`src/rtl/led_pkg.sv`:
```
// Shared codes for the LED pattern sequencer: pattern modes and controller states.
package led_pkg;

    typedef enum logic [1:0] {
        MODE_CHASE  = 2'd0,
        MODE_BOUNCE = 2'd1,
        MODE_FILL   = 2'd2,
        MODE_BLINK  = 2'd3
    } mode_e;

    typedef enum logic {
        ST_IDLE = 1'b0,
        ST_RUN  = 1'b1
    } state_e;

    localparam int STEP_CNT_W = 8;

endpackage

```
`src/rtl/tick_edge_detect.sv`:
```
// Brings an asynchronous level into the clk domain and emits a one-cycle pulse on
// each rising edge. Also used for debouncing-free button inputs elsewhere.
module tick_edge_detect (
    input  logic clk,
    input  logic rst,
    input  logic async_in,
    output logic rise
);

    logic sync_1;
    logic sync_2;
    logic sync_prev;

    // NOTE: sequential state uses non-blocking assignments so every flop samples pre-edge values.
    always_ff @(posedge clk or posedge rst) begin
        if (rst) begin
            sync_1    <= 1'b0;
            sync_2    <= 1'b0;
            sync_prev <= 1'b0;
        end else begin
            sync_1    <= async_in;
            sync_2    <= sync_1;
            sync_prev <= sync_2;
        end
    end

    // Pulse is driven purely from flops, so the consumer sees it on the third clk edge after the input rises.
    assign rise = sync_2 & ~sync_prev;

endmodule

```
`src/rtl/led_pattern_sequencer.sv`:
```
// Steps the LED bank through CHASE/BOUNCE/FILL/BLINK patterns once per rising edge of
// the divider's slow square wave, with start/stop control and an optional run length.
module led_pattern_sequencer
    import led_pkg::*;
#(
    parameter int P_LED_WIDTH = 16,
    parameter int P_RUN_STEPS = 0
) (
    input  logic                   i_clk,
    input  logic                   i_rst,
    input  logic                   i_slow_clk,
    input  logic                   i_start,
    input  logic                   i_stop,
    input  logic [1:0]             i_mode,
    output logic [P_LED_WIDTH-1:0] o_led,
    output logic                   o_busy,
    output logic [STEP_CNT_W-1:0]  o_step_cnt,
    output logic                   o_done
);

    localparam logic [P_LED_WIDTH-1:0] LED_ONE     = {{(P_LED_WIDTH-1){1'b0}}, 1'b1};
    localparam logic [STEP_CNT_W-1:0]  RUN_LIMIT   = STEP_CNT_W'(P_RUN_STEPS);
    localparam bit                     RUN_LIMITED = (P_RUN_STEPS != 0);

    state_e                  state, state_n;
    mode_e                   mode, mode_n;
    mode_e                   mode_in;
    logic                    dir_up, dir_up_n;
    logic [P_LED_WIDTH-1:0]  led, led_n;
    logic [STEP_CNT_W-1:0]   cnt, cnt_n;
    logic                    busy, busy_n;
    logic                    done, done_n;
    logic                    step;

    function automatic logic [P_LED_WIDTH-1:0] init_pattern(input mode_e m);
        return (m == MODE_BLINK) ? {P_LED_WIDTH{1'b1}} : LED_ONE;
    endfunction

    tick_edge_detect u_tick (
        .clk      (i_clk),
        .rst      (i_rst),
        .async_in (i_slow_clk),
        .rise     (step)
    );

    assign mode_in = mode_e'(i_mode);

    always_ff @(posedge i_clk or posedge i_rst) begin
        if (i_rst) begin
            state  <= ST_IDLE;
            mode   <= MODE_CHASE;
            dir_up <= 1'b1;
            led    <= '0;
            cnt    <= '0;
            busy   <= 1'b0;
            done   <= 1'b0;
        end else begin
            state  <= state_n;
            mode   <= mode_n;
            dir_up <= dir_up_n;
            led    <= led_n;
            cnt    <= cnt_n;
            busy   <= busy_n;
            done   <= done_n;
        end
    end

    // NOTE: every signal written here gets a default first, so no path leaves it unassigned (no latch).
    always_comb begin
        state_n  = state;
        mode_n   = mode;
        dir_up_n = dir_up;
        led_n    = led;
        cnt_n    = cnt;
        busy_n   = busy;
        done_n   = 1'b0;

        unique case (state)
            ST_IDLE: begin
                led_n  = '0;
                busy_n = 1'b0;
                if (i_start && !i_stop) begin
                    state_n  = ST_RUN;
                    mode_n   = mode_in;
                    cnt_n    = '0;
                    led_n    = init_pattern(mode_in);
                    dir_up_n = 1'b1;
                    busy_n   = 1'b1;
                end
            end

            ST_RUN: begin
                // The final pattern stays on the LEDs for the done cycle; IDLE clears it next edge.
                if (i_stop) begin
                    state_n = ST_IDLE;
                    busy_n  = 1'b0;
                    done_n  = 1'b1;
                end else if (step) begin
                    cnt_n = cnt + 8'd1;
                    if (mode_in != mode) begin
                        mode_n   = mode_in;
                        led_n    = init_pattern(mode_in);
                        dir_up_n = 1'b1;
                    end else begin
                        unique case (mode)
                            MODE_CHASE:  led_n = {led[P_LED_WIDTH-2:0], led[P_LED_WIDTH-1]};
                            MODE_BOUNCE: begin
                                if (dir_up) begin
                                    led_n = led << 1;
                                    if (led_n[P_LED_WIDTH-1]) dir_up_n = 1'b0;
                                end else begin
                                    led_n = led >> 1;
                                    if (led_n[0]) dir_up_n = 1'b1;
                                end
                            end
                            MODE_FILL:   led_n = (&led) ? '0 : {led[P_LED_WIDTH-2:0], 1'b1};
                            MODE_BLINK:  led_n = ~led;
                            default:     led_n = LED_ONE;
                        endcase
                    end
                    if (RUN_LIMITED && (cnt_n == RUN_LIMIT)) begin
                        state_n = ST_IDLE;
                        busy_n  = 1'b0;
                        done_n  = 1'b1;
                    end
                end
            end

            default: state_n = ST_IDLE;
        endcase
    end

    assign o_led      = led;
    assign o_busy     = busy;
    assign o_step_cnt = cnt;
    assign o_done     = done;

endmodule

```
`config.mk`:
```
export PLATFORM = sky130hd
export DESIGN_NAME = led_pattern_sequencer
export DESIGN_NICKNAME = d
export VERILOG_FILES = /design/src/rtl/led_pkg.sv /design/src/rtl/tick_edge_detect.sv /design/src/rtl/led_pattern_sequencer.sv
export SDC_FILE = /design/constraint.sdc
export NUM_CORES = 1
export LEC_CHECK = 0
export BUFFER_PORTS_ARGS = -buffer_cell sky130_fd_sc_hd__buf_2
export CAP_MARGIN = 25
export CORE_MARGIN = 1.5
export CORE_UTILIZATION = 45
export CTS_CLUSTER_DIAMETER = 60
export DETAILED_ROUTE_END_ITERATION = 7
export PLACE_DENSITY = 0.77
export SKIP_LAST_GASP = 1
export SLEW_MARGIN = 10
export SYNTH_ARGS = -nofsm -noshare
export SYNTH_HDL_FRONTEND = slang
export SYNTH_HIERARCHICAL = 1
export SYNTH_SLANG_ARGS = --single-unit
```
`constraint.sdc`:
```
create_clock -name i_clk -period 1.6 [get_ports i_clk]
set_input_delay 0.08 -clock i_clk [delete_from_list [all_inputs] [get_ports i_clk]]
set_output_delay 0.08 -clock i_clk [all_outputs]
set_load 0.005 [all_outputs]
```
Yosys cells after proc, flatten, opt, wreduce, memory -nomap -nowiden
Index checks and enable logic that the tools add are counted.
{"block": "word_totals", "word_cells": 68, "ff_bits": 33, "out_inout_bits": 26, "input_bits": 7}
{"block": "op_classes", "eq_ne": 11, "n_bitwise": 4, "mux": 34, "reduce_logical": 8, "add_sub_neg": 1}
{"op": "$mux 16", "n": 7}
{"op": "$pmux 16 s4", "n": 1}
{"op": "$pmux 16 s2", "n": 1}
{"op": "$mux 8", "n": 3}
{"op": "$not 16->16", "n": 1}
{"op": "$pmux 8 s2", "n": 1}
{"op": "$reduce_and 16->1", "n": 1}
{"op": "$mux 1", "n": 13}
{"op": "$add 8x1->8 const B", "n": 1}
{"op": "$mux 2", "n": 4}
{"op": "$reduce_and 4->1", "n": 2}
{"op": "$eq 2x2->1 const B", "n": 3}
{"op": "$ne 2x2->1 const B", "n": 3}
{"op": "$pmux 1 s2", "n": 3}
{"op": "$ne 2x1->1 const B", "n": 2}
{"op": "$pmux 2 s2", "n": 1}
{"op": "$ne 3x1->1 const B", "n": 1}
{"op": "$reduce_and 3->1", "n": 1}
{"op": "$eq 2x1->1 const B", "n": 1}
{"op": "$logic_not 2->1", "n": 1}
{"op": "$ne 2x2->1", "n": 1}
{"op": "$not 1->1", "n": 2}
{"op": "$reduce_and 2->1", "n": 1}
{"op": "$and 1x1->1", "n": 1}
{"op": "2 further kinds", "n": 2}

Depth between registers and ports, before layout
Gate-level depths: netlist (run 1).
{"block": "depth", "word_depth": 7, "mapped_depth": 6, "ltp_nobuf": 5}

Hierarchy
Netlist (run 1), hierarchy kept.
{"module": "led_pattern_sequencer", "n_inst": 1, "area_each_um2": 1876.8, "seq_area_each_um2": 752.0, "cells_per_inst": 206}
{"module": "tick_edge_detect", "n_inst": 1, "area_each_um2": 92.6, "seq_area_each_um2": 75.1, "cells_per_inst": 5}

Worst setup path after synthesis (run 1)
No wires, ideal clock.
{"block": "synth_timing", "kind": "flip-flop to flip-flop", "startpoint": "reg state", "endpoint": "reg led[15] (netlist: o_led[15])", "stages_incl_launch_ff": 7, "period_less_slack_ps": 1561, "required_time_ps": 1468, "setup_ps": 132, "path_slack_ps": 39, "t_arrival_ps": 1429, "n_path_buf": 2, "path_cell_list": "dfrtp_1 > buf_2 > a21boi_0 > o211ai_1 > a21boi_1 > buf_4 > a32oi_1"}
{"block": "synth_via", "elab_chain_cells": 2, "elab_cells_between_ends": 5, "classes_between": "eq/ne (2); mux (1); bitwise (1); reduce/logical (1)"}
{"item": "start: declaration", "line": "led_pattern_sequencer.sv:25", "source": "state_e state, state_n;"}
{"item": "start signal: assignment", "line": "led_pattern_sequencer.sv:58", "source": "state <= state_n;"}
{"item": "$ne 2x1->1 (no source line), or another cell as far along"}
{"item": "$reduce_and 2->1 (no source line) or $pmux 16 s2 (tied branches)"}
{"item": "end signal: assignment", "line": "led_pattern_sequencer.sv:61", "source": "led <= led_n;"}
{"item": "end: declaration", "line": "led_pattern_sequencer.sv:29", "source": "logic [P_LED_WIDTH-1:0] led, led_n;"}
Several ways; a longest one is shown, not always the timed one.
A chain may end at the register's enable or synchronous reset.

Worst setup path after layout (run 1)
{"block": "layout_timing", "startpoint": "reg led[5] (netlist: o_led[5])", "endpoint": "reg led[0] (netlist: o_led[0])"}
{"block": "layout_via", "elab_chain_cells": 7}
{"item": "$reduce_and 16->1", "line": "led_pattern_sequencer.sv:116", "source": "MODE_FILL: led_n = (&led) ? '0 : {led[P_LED_WIDTH-2:0], 1'b1};"}
{"item": "$mux 16", "line": "led_pattern_sequencer.sv:116"}
{"item": "$pmux 16 s4", "line": "led_pattern_sequencer.sv:105", "source": "unique case (mode)"}
{"item": "$mux 16", "line": "led_pattern_sequencer.sv:100", "source": "if (mode_in != mode) begin"}
{"item": "$mux 16", "line": "led_pattern_sequencer.sv:98", "source": "end else if (step) begin"}
{"item": "$mux 16", "line": "led_pattern_sequencer.sv:94", "source": "if (i_stop) begin"}
{"item": "$pmux 16 s2", "line": "led_pattern_sequencer.sv:78", "source": "unique case (state)"}
No other way between the ends. The select of a mux whose other input is x is not followed.

==> metrics.csv, run 1 <==
metric;value;unit
reg2reg_to;o_led[0];
yosysUniqueCellTypes;42;
hp-class;input port to flip-flop;
cts_buffers;5;
timing.rr.start;o_led[5];
dr.pass1.iters;4;
slew_viol_final;0;
viasPerCell;5.67;
arrival;1.68;ns
min_path_cells;2;
dpl_cell_area;2360;µm²
core;4120;µm²
rr_worst_depth;4;
ant_nets;0;
avgSynthCellArea;9.33;µm²
htreeDepth;2;
wire_per_inst;15.1;µm
start_util;47.9;%
hold_path_end;mode[1];
place_congestion;0.834;
cts_tree;done;
synthTopCellsByArea;dfrtp_1 41%, nand2_1 7.8%, mux2i_1 7.1%, a32oi_1 6.7%, nand3b_1 5.0%;
hpwlAfterDp;3.39;mm
finalSetupViolations;0;
seq_area_frac_synth;42.0;%
clk_pin_slew_worst_paths;0.06;ns
die_x;69.2;µm
die_h;69.2;µm
p_leak;1.08;nW
status;complete, no violations;
syn_nets;219;
crit_type;flip-flop to flip-flop;
fin_nets;278;
clock_sinks;33;
drtIter0Drc;161;
r2r_setup_slack;0.09;ns
syn_area;1970;µm²
vias;1820;
wl;4.86;mm
synthArstFlopShare;100;%
insertion_delay;0.29;ns
synth_flop_cell;dfrtp_1;
stdcell_area;2480;µm²
dieArea;4780;µm²
diodes;0;
drive_gt1_share;28.8;%
clock.fmax;662;MHz
max_cap_viol_count;0;
crit_fanout;3;
synth_edf_count;0;
grt.overflow.total;0;
grt_util_all_layers;21.1;%
synth_top_area_cell;dfrtp_1;
grt_setup_unrepaired;yes;
area_growth;25.9;%
clock_tree.buffer_depth;2;
finalCritPeriodShare;94.4;%
finalHoldViolations;0;
drcViolationCount;0;
grt_max_degree;31;
worst_ep_required_time;1.77;ns
clock_skew;0.0114;ns
synth_top_area_share;40.7;%
relSlewSlack;73.7;%
post-synth-top-count-cell;nand2_1;
cpPeakStageDelay;0.47;ns
port_buffers;32;
hold_slack;0.0946;ns
yosys_warnings;6;
grt_pass1_vias;1687;
cellPowerDensity;1010;nW/µm²
irDropWorstVdd;0.554;mV
cp-start-kind;flip-flop;
postLayoutCoreUtil;60.3;%
cpMaxStageDelayCell;o41a_1;
clockRootBuffer;clkbuf_8;
cp-end-kind;flip-flop;
ys_ff_latch;33;
grt_pass1_wl;8.18;mm
path_cells;nand4_1, o41a_1, o41ai_2, nand2_1;
synth_cells;211;
hold_start;i_mode[1];
finalPower;0.00251;W
rows;23;
io_pins;33;
antenna_found_initial;0;
yosys-top-cells-count;41 x nand2_1, 32 x dfrtp_1, 15 x a32oi_1;
fin_crit;1.51;ns
worst_pin_slew;0.394;ns
-- report_power, final --
part	leakage, nW	switching (W)	internal [W]	total [W]
clock	0.0455	0.000291	0.000351	0.000642
combinational	0.599	0.000450	0.000395	0.000845
sequential	0.435	0.0000879	0.000932	0.00102
total	1.08	0.000828	0.00168	0.00251
-- per-layer routing --
layer  part of all wire, %  vias up  global-route usage, %
met5                     0        -                      0
met4                  0.25        0                   5.66
met3                   3.8        2                   5.99
met2                    47       46                   31.9
met1                    48      882                   29.6
li1                      -      890                      -
-- placed cells by master (no fill, tap or decap), types with 2 or more instances in the layout --
cell type      count
nor2b_1            4
xnor2_1            6
a21oi_1            7
nor3_1             2
clkbuf_8           6
nand4_1            5
nand3_1            2
nand3b_1          13
o21ai_0            6
inv_1              4
a32oi_1           15
nor4_1             2
buf_4             29
nor2_1             9
mux2_2             2
clkbuf_1           2
nand2_1           41
buf_2             32
dfrtp_1           32
dlygate4sd3_1      2
o22ai_1            2
nand2b_1           2
o21a_1            11
mux2i_1           14
-- layout make-up --
type                            count  area (µm²)
Multi-Input combinational cell    162        1080
Timing Repair Buffer               64         409
Tap cell                           50        62.6
Sequential cell                    33         827
Fill cell                         352        1640
Clock buffer                        8        90.1
Inverter                            4        15.0
-- worst max-delay path, delay by kind of cell (launching register included) --
family          cells  cell delay, ns
flops               1            0.36
compound gates      2            0.82
simple gates        2            0.22
-- timing repair --
action,CTS,global route
hold buffers,2,0
resized for setup,0,4
hold endpoints to repair,33,0
setup buffers,0,0
endpoints found under the setup margin,0,18
-- worst max path at each step --
stage | cells after the start | endpoint | slack [ns] | start
after global placement | 4 | o_led[0] | 0.08 | o_led[11]
after CTS | 4 | o_led[3] | 0.02 | state
after detailed placement | 4 | o_led[3] | 0.02 | state
final | 4 | o_led[0] | 0.09 | o_led[5]
after floorplan | 6 | o_led[15] | 0.04 | state
after global routing | 6 | o_step_cnt[5] | -0.007 | u_tick/sync_2
-- through the flow --
stage	TNS (ns)	setup slack, ns	std cells
floorplan	0	0.0393	211
finish	0	0.0904	321
global placement	0	0.0848	311
CTS	0	0.0162	321
global route	-0.00699	-0.00699	321
detailed placement	0	0.0210	311
-- logic make-up after synthesis --
family | count (synthesis) | synth area share, %
flip-flops | 33 | 42.0
AND/OR/NAND/NOR | 88 | 23.3
AO/OA/AOI/OAI | 51 | 19.4
adder cells (fa/ha/maj) | 1 | 0.635
multiplexers | 16 | 8.26
XOR/XNOR | 6 | 2.67
buffers and inverters | 16 | 3.75
-- flip-flops by register name (all words and copies together), names as in the netlist --
signal and cells:
u_tick/sync_1 1, o_step_cnt 8, mode 2, state 1, dir_up 1, o_done 1, u_tick/sync_prev 1, u_tick/sync_2 1
o_led 16, o_busy 1
No activity file was read; power rests on OpenSTA's default activity.
==> run 2: changes to the inputs <==
- HOLD_SLACK_MARGIN: default -> 0.12
==> run 2 against run 1 <==
Global-route usage about the same. Hold slack better by 0.076 ns. Total power about the same. Core utilization up 0.49 points. Cell count up 0.62%. Combinational power about the same. Highest routed layer unchanged. Clock-buffer cell count unchanged. Largest power group unchanged. Maximum frequency down 0.11%. First-iteration DRC count down 6.8%. Critical endpoint unchanged.
==> metrics.csv, run 2 (synthesis gave the netlist of run 1 again) <==
metric;value;unit;change
slew_viol_final;0;;unchanged
grt.overflow.total;0;;unchanged
critPathLaunch;o_led[5];;unchanged
min_path_cells;3;;was 2
layout_commonest_cell;nand2_1;;unchanged
place_congestion;0.834;;unchanged
core;4120;µm²;unchanged
max_cap_viol_count;0;;unchanged
htreeDepth;2;;unchanged
worst_pin_slew;0.393;ns;was 0.394 ns
io_pins;33;;unchanged
timing.rr.start;o_led[5];;unchanged
drtIter0Drc;150;;was 161
finalHoldViolations;0;;unchanged
worst_ep_required_time;1.77;ns;about the same
p_leak;1.09;nW;was 1.08 nW
irDropWorstVdd;0.526;mV;was 0.554 mV
final_cell_mix;41 x nand2_1, 32 x buf_2, 32 x dfrtp_1;;unchanged
rr_worst_depth;4;;unchanged
tns;0;ns;unchanged
clk_pin_slew_worst_paths;0.06;ns;about the same
clock.fmax;662;MHz;about the same
crit_type;flip-flop to flip-flop;;unchanged
dr.pass1.iters;5;;was 4
viasPerCell;5.64;;was 5.67
clock_skew;0.0112;ns;was 0.0114 ns
wl;4.85;mm;was 4.86 mm
cp-start-kind;flip-flop;;unchanged
postLayoutCoreUtil;60.7;%;was 60.3%
path_cells;nand4_1, o41a_1, o41ai_2, nand2_1;;unchanged
vias;1822;;was 1820
start_util;47.9;%;unchanged
hp-class;input port to flip-flop;;unchanged
finalSetupViolations;0;;unchanged
arrival;1.68;ns;about the same
dieArea;4780;µm²;unchanged
status;complete, no violations;;unchanged
grt_max_degree;31;;unchanged
die_h;69.2;µm;unchanged
drive_gt1_share;28.6;%;was 28.8%
grt_setup_unrepaired;yes;;unchanged
clockRootBuffer;clkbuf_8;;unchanged
relSlewSlack;73.8;%;was 73.7%
port_buffers;32;;unchanged
insertion_delay;0.29;ns;about the same
fin_nets;280;;was 278
ant_nets;0;;unchanged
clock_tree.buffer_depth;2;;unchanged
die_x;69.2;µm;unchanged
fin_crit;1.51;ns;about the same
cellPowerDensity;1000;nW/µm²;was 1010 nW/µm²
grt_util_all_layers;21.1;%;about the same
grt_pass1_wl;8.19;mm;was 8.18 mm
diodes;0;;unchanged
area_growth;26.9;%;was 25.9%
cts_setup_buffers;0;;unchanged
cts_buffers;5;;unchanged
finalCritPeriodShare;94.5;%;was 94.4%
rows;23;;unchanged
cts_tree;done;;unchanged
r2r_setup_slack;0.09;ns;about the same
hold_start;i_start;;was i_mode[1]
cpPeakStageDelay;0.47;ns;about the same
crit_fanout;3;;unchanged
hpwlAfterDp;3.39;mm;unchanged
wire_per_inst;15.0;µm;was 15.1 µm
clock_sinks;33;;unchanged
antenna_found_initial;0;;unchanged
cp-end-kind;flip-flop;;unchanged
largest_reg_flops;16;;unchanged
cpMaxStageDelayCell;o41a_1;;unchanged
grt_pass1_vias;1698;;was 1687
drcViolationCount;0;;unchanged
run 2: cell types whose count changed in the layout (fill, tap and decap cells not counted), sizes merged:
cell         previous run  this run
dlygate4sd3             2         4
run 2: critical path: cells and delay by family, from the launching register on:
kind	cells	cell delay [ns]
compound gates	2	0.83
flops	1	0.36
simple gates	2	0.20
run 2: repair_timing:
action                                  CTS  global route
endpoints found under the setup margin    0            18
hold buffers                              4             0
endpoints found under the hold margin    35             0
gates resized for setup                   0             4
run 2: stage by stage:
stage               hold WS, ns  cells  power, W  setup WS [ns]  area, µm²
detailed placement      -0.0390    311   0.00186         0.0210       2360
floorplan                -0.166    211   0.00154         0.0393       1970
global placement        -0.0451    311   0.00184         0.0848       2360
CTS                       0.148    323   0.00252         0.0162       2490
finish                    0.171    323   0.00251         0.0888       2500
global route              0.191    323   0.00266       -0.00720       2500
run 2: power by group:
part,leakage [nW],switching [W],total [W],internal [W]
registers,0.435,0.0000878,0.00102,0.000932
logic,0.608,0.000448,0.000846,0.000398
clock network,0.0455,0.000292,0.000642,0.000351
run 2: worst paths after layout:
path                                     to
setup / recovery                   o_led[0]
hold / removal                        state
max in group asynchronous            dir_up
setup reg to reg                   o_led[0]
min in group asynchronous  u_tick/sync_prev
hold reg to reg               u_tick/sync_2
run 2: routing by layer:
layer	share of wire (%)	wire, µm	track usage (%)	up-vias
li1	-	-	-	892
met1	48	2340	29.6	879
met2	47	2290	32.1	47
met3	3.7	177	5.99	4
met4	0.78	38	5.66	0
met5	0	0	0	-
run 2: final cells by class:
class / count / area (µm²)
clock buffer: 8 / 90.1
fill: 346 / 1620
inverter: 4 / 15.0
multi-input combinational: 162 / 1080
sequential: 33 / 827
tap: 50 / 62.6
timing repair buffer: 66 / 429
